[src/rtl/ram_loader_pkg.sv]
// Shared definitions for the RAM write-side loader: state encoding and
// the default RAM geometry shared with the RAM and the read-side counter.
package ram_loader_pkg;

    localparam int AW_DEF = 4;
    localparam int DW_DEF = 4;

    typedef enum logic [1:0] {
        IDLE  = 2'd0,
        LOAD  = 2'd1,
        FLUSH = 2'd2
    } state_t;

endpackage

[src/rtl/wr_addr_gen.sv]
// Loadable wrapping write-address counter paired with a down-counter of
// words still to be accepted in the current burst.
module wr_addr_gen #(
    parameter int AW = 4
) (
    input  logic          clk,
    input  logic          rst_n,
    input  logic          load,
    input  logic [AW-1:0] base,
    input  logic [AW:0]   len,
    input  logic          step,
    output logic [AW-1:0] addr,
    output logic          last
);

    localparam logic [AW:0] FULL = {1'b1, {AW{1'b0}}};
    localparam logic [AW:0] ONE  = {{AW{1'b0}}, 1'b1};

    logic [AW:0] remaining_reg;

    always_ff @(posedge clk or negedge rst_n) begin
        if (!rst_n) begin
            addr          <= '0;
            remaining_reg <= '0;
        end else if (load) begin
            addr          <= base;
            remaining_reg <= (len > FULL) ? FULL : len;
        end else if (step) begin
            // Natural AW-bit overflow gives the wrap back to address 0.
            addr          <= addr + 1'b1;
            remaining_reg <= remaining_reg - ONE;
        end
    end

    assign last = (remaining_reg == ONE);

endmodule

[src/rtl/ram_loader.sv]
// Write-side sequencer: takes a valid/ready burst of words and writes them
// to consecutive RAM addresses starting at a programmed base address.
module ram_loader
    import ram_loader_pkg::*;
#(
    parameter int AW = AW_DEF,
    parameter int DW = DW_DEF
) (
    input  logic          clk,
    input  logic          rst_n,
    input  logic          start,
    input  logic [AW-1:0] base_addr,
    input  logic [AW:0]   len,
    input  logic          abort,
    input  logic          in_valid,
    input  logic [DW-1:0] in_data,
    output logic          in_ready,
    output logic          wr_en,
    output logic [AW-1:0] wr_addr,
    output logic [DW-1:0] wr_data,
    output logic          busy,
    output logic          done
);

    state_t        state_reg;
    logic          load;
    logic          xfer;
    logic          last;
    logic [AW-1:0] addr_q;

    assign in_ready = (state_reg == LOAD) && !abort;
    assign busy     = (state_reg == LOAD);
    assign xfer     = in_valid && in_ready;
    assign load     = (state_reg == IDLE) && start;

    wr_addr_gen #(.AW(AW)) u_addr_gen (
        .clk   (clk),
        .rst_n (rst_n),
        .load  (load),
        .base  (base_addr),
        .len   (len),
        .step  (xfer),
        .addr  (addr_q),
        .last  (last)
    );

    always_ff @(posedge clk or negedge rst_n) begin
        if (!rst_n) begin
            state_reg <= IDLE;
            wr_en     <= 1'b0;
            wr_addr   <= '0;
            wr_data   <= '0;
            done      <= 1'b0;
        end else begin
            wr_en <= 1'b0;
            done  <= 1'b0;
            case (state_reg)
                IDLE: begin
                    if (start) begin
                        // A zero-length burst completes without leaving IDLE.
                        if (len == '0) done <= 1'b1;
                        else           state_reg <= LOAD;
                    end
                end
                LOAD: begin
                    if (xfer) begin
                        wr_en   <= 1'b1;
                        wr_addr <= addr_q;
                        wr_data <= in_data;
                        if (last) begin
                            done      <= 1'b1;
                            state_reg <= FLUSH;
                        end
                    end else if (abort) begin
                        state_reg <= IDLE;
                    end
                end
                FLUSH:   state_reg <= IDLE;
                default: state_reg <= IDLE;
            endcase
        end
    end

endmodule

[config.mk]
export PLATFORM = sky130hd
export DESIGN_NAME = ram_loader
export DESIGN_NICKNAME = d
export VERILOG_FILES = /design/src/rtl/ram_loader_pkg.sv /design/src/rtl/wr_addr_gen.sv /design/src/rtl/ram_loader.sv
export SDC_FILE = /design/constraint.sdc
export NUM_CORES = 1
export LEC_CHECK = 0
export CAP_MARGIN = 40
export CELL_PAD_IN_SITES_DETAIL_PLACEMENT = 0
export CELL_PAD_IN_SITES_GLOBAL_PLACEMENT = 1
export CORE_ASPECT_RATIO = 1.5
export CORE_MARGIN = 5
export CORE_UTILIZATION = 39
export DETAILED_ROUTE_END_ITERATION = 8
export GPL_ROUTABILITY_DRIVEN = 0
export PLACE_DENSITY_LB_ADDON = 0.1
export SLEW_MARGIN = 20
export SYNTH_ARGS = -nofsm -noshare
export SYNTH_HDL_FRONTEND = slang
export SYNTH_HIERARCHICAL = 1
export SYNTH_SLANG_ARGS = --single-unit
[constraint.sdc]
create_clock -name clk -period 3.4 [get_ports clk]
set_input_delay 1.02 -clock clk [delete_from_list [all_inputs] [get_ports clk]]
set_output_delay 1.02 -clock clk [all_outputs]
set_load 0.005 [all_outputs]
==> flow_summary.toml <==
[status]
status = "finished clean"

[clock_network]
cts_buffers = 3
clock_path_buffers = 2
postCtsResizedCells = 0
clk_latency_ps = 260
cts_sinks = 21
htreeDepth = 1
clk_transition_reported_paths_ps = 80
ctsHoldBuffers = 0
cts_tree = "built"
post_cts_buffers = 0
root_buffer = "clkbuf_8"

[sta]
fin_crit_ps = 3300
fmax_mhz = 303
tightest_slew_ps = 379
setup_viol = 0
period_share_pct = 97.0
skew_ps = 5.58
rsz0062_at_grt = "false"
finalHoldViolations = 0
setup_slack_ps = 101
tns_ps = 0
slew_viol_final = 0
relSlewSlack_pct = 74.4

[critical_path]
slowest_delay_ps = 550
crit_fanout = 3
critPathLaunchType = "input pin"
crit_top_cell = "clkdlybuf4s50_1"
cp.arrival_ps = 2280
endpoint_kind = "output port"
path_delay_family = "buffers and inverters"
path_buf_inv = 2
required_ps = 2380
crit_chain = "clkdlybuf4s50_1 -> nor3b_1 -> clkdlybuf4s50_1"
timing.setup.critical_path_class = "in2out"
slowest_stage = "clkdlybuf4s50_1"

[grt]
antenna_found_initial = 0
grt_util_all_layers_pct = 12.3
grt_max_degree = 22
grt_pass1_vias = 778
grt_pass1_wl_um = 3500
grt_overflow = 0

[job]
drv_cap = 0

[routing]
drtAntennaViolNets = 0
wirelength_um = 2080
vias_per_cell = 4.75
vias = 731
wl_per_cell_um = 13.5
drc = 0
firstDrtPassIters = 4
detail_route.iter0.violations = 11

[min_path]
hp-class = "reg2reg"

[finish]
area_growth_pct = 36.5
drive_gt1_share_pct = 17.9
final_cell_mix = "29 x clkdlybuf4s50_1, 21 x dfrtp_1, 13 x nand2_1"
largest_register_ffs = 5
layoutNonFillerInstCount = 154
fillers = 249
num_antenna_cells = 0
final_nets = 139
layout_commonest_cell = "clkdlybuf4s50_1"

[floorplanning]
std_cell_rows = 23
die_area_um2 = 3840
ioPinCount = 30
core_um2 = 2620
die_x_um = 52.3
start_util_pct = 39.9
die_y_um = 73.4

[placed_design]
dp_cells = 150
numPortBuffers = 29
dp_hpwl_um = 1530
post-place-ws_ps = 82.9

[logic_synthesis]
syn_area_um2 = 1050
ys_top_cells_by_area = "dfrtp_1 50%, mux2_4 11%, nand2_1 4.7%, ha_1 3.6%, xnor2_1 3.3%"
ys_ff_latch = 21
yosysWarnings = 6
synth_fp_nets = 106
synth_top_area_share_pct = 50.2
avgSynthCellArea_um2 = 12.3
syn_inst = 85
ys_seq_area_share_pct = 50.2
synth_top_area_cell = "dfrtp_1"
synth.distinct_cells = 27

[power]
p_leak_nw = 0.607
vdd_drop_max_mv = 0.282
power_density_nw_per_um2 = 638
[per-stage QoR]
step	power (W)	instance area (um^2)	util, %	hold WS, ps
after floorplan	0.000592	1050	-	503
after global placement	0.000745	1380	52.7	491
after detailed placement	0.000754	1380	52.7	492
after CTS	0.000926	1430	54.5	518
after global routing	0.000974	1430	54.5	526
final	0.000910	1430	54.5	515
[power by group]
group          switching, W  internal (W)  leakage [nW]  total [W]
clock network     0.0000818     0.0000826        0.0217   0.000164
logic              0.000104      0.000226         0.325   0.000330
registers         0.0000773      0.000338         0.260   0.000415
[per-layer routing]
metal | track usage, % | up-vias | share of wire (%)
li1 | - | 358 | -
met1 | 14.1 | 349 | 41
met2 | 21.4 | 22 | 52
met3 | 2.23 | 2 | 6.1
met4 | 5.97 | 0 | 1.3
met5 | 0 | - | 0
[worst paths after layout]
check,slack [ps],start,cells after the start,end
min in group asynchronous,1100,rst_n,2,wr_data[0]$_DFFE_PN0N_
worst min-delay path,510,wr_data[1]$_DFFE_PN0N_,1,wr_data[1]$_DFFE_PN0N_
worst min register to register,510,wr_data[1]$_DFFE_PN0N_,1,wr_data[1]$_DFFE_PN0N_
max in group asynchronous,2080,rst_n,2,done$_DFF_PN0_
worst max register to register,1700,state_reg[1]$_DFFE_PN0P_,5,u_addr_gen/addr[2]$_DFFE_PN0P_
worst max-delay path,100,abort,3,in_ready
[cell usage after synthesis, drive strengths merged]
library cell and instances:
nor4b 2, nand2 13, mux2 9, or4 1, buf 3, and2b 1, xnor2 4, o22ai 3
dfrtp 21, o21a 1, nand4 1, a21o 1, mux2i 1, inv 3, and2 1, o21ai 7
nor3b 2, and4bb 3, ha 3, nor2 1, clkbuf 1, xor2 3
[area by class of cell]
cell class,count,area (um^2),area share (%)
repair buffers,32,313,21.9
clock inverters,1,7.51,0.526
inverters,3,11.3,0.789
well taps,37,46.3,3.24
multi-input cells,57,483,33.8
clock buffers,3,41.3,2.89
flip-flops and latches,21,526,36.8
[cell families (layout without fill, tap and decap cells)]
group	Yosys count	after routing	synth area share, %
buf+inv	7	39	4.07
mux	10	10	13.5
simple gates	25	25	16.1
compound gates	12	12	6.58
xor+xnor	7	7	5.86
flops	21	21	50.2
fa+ha+maj	3	3	3.59
Note: power is estimated with default switching activity, not from simulation.
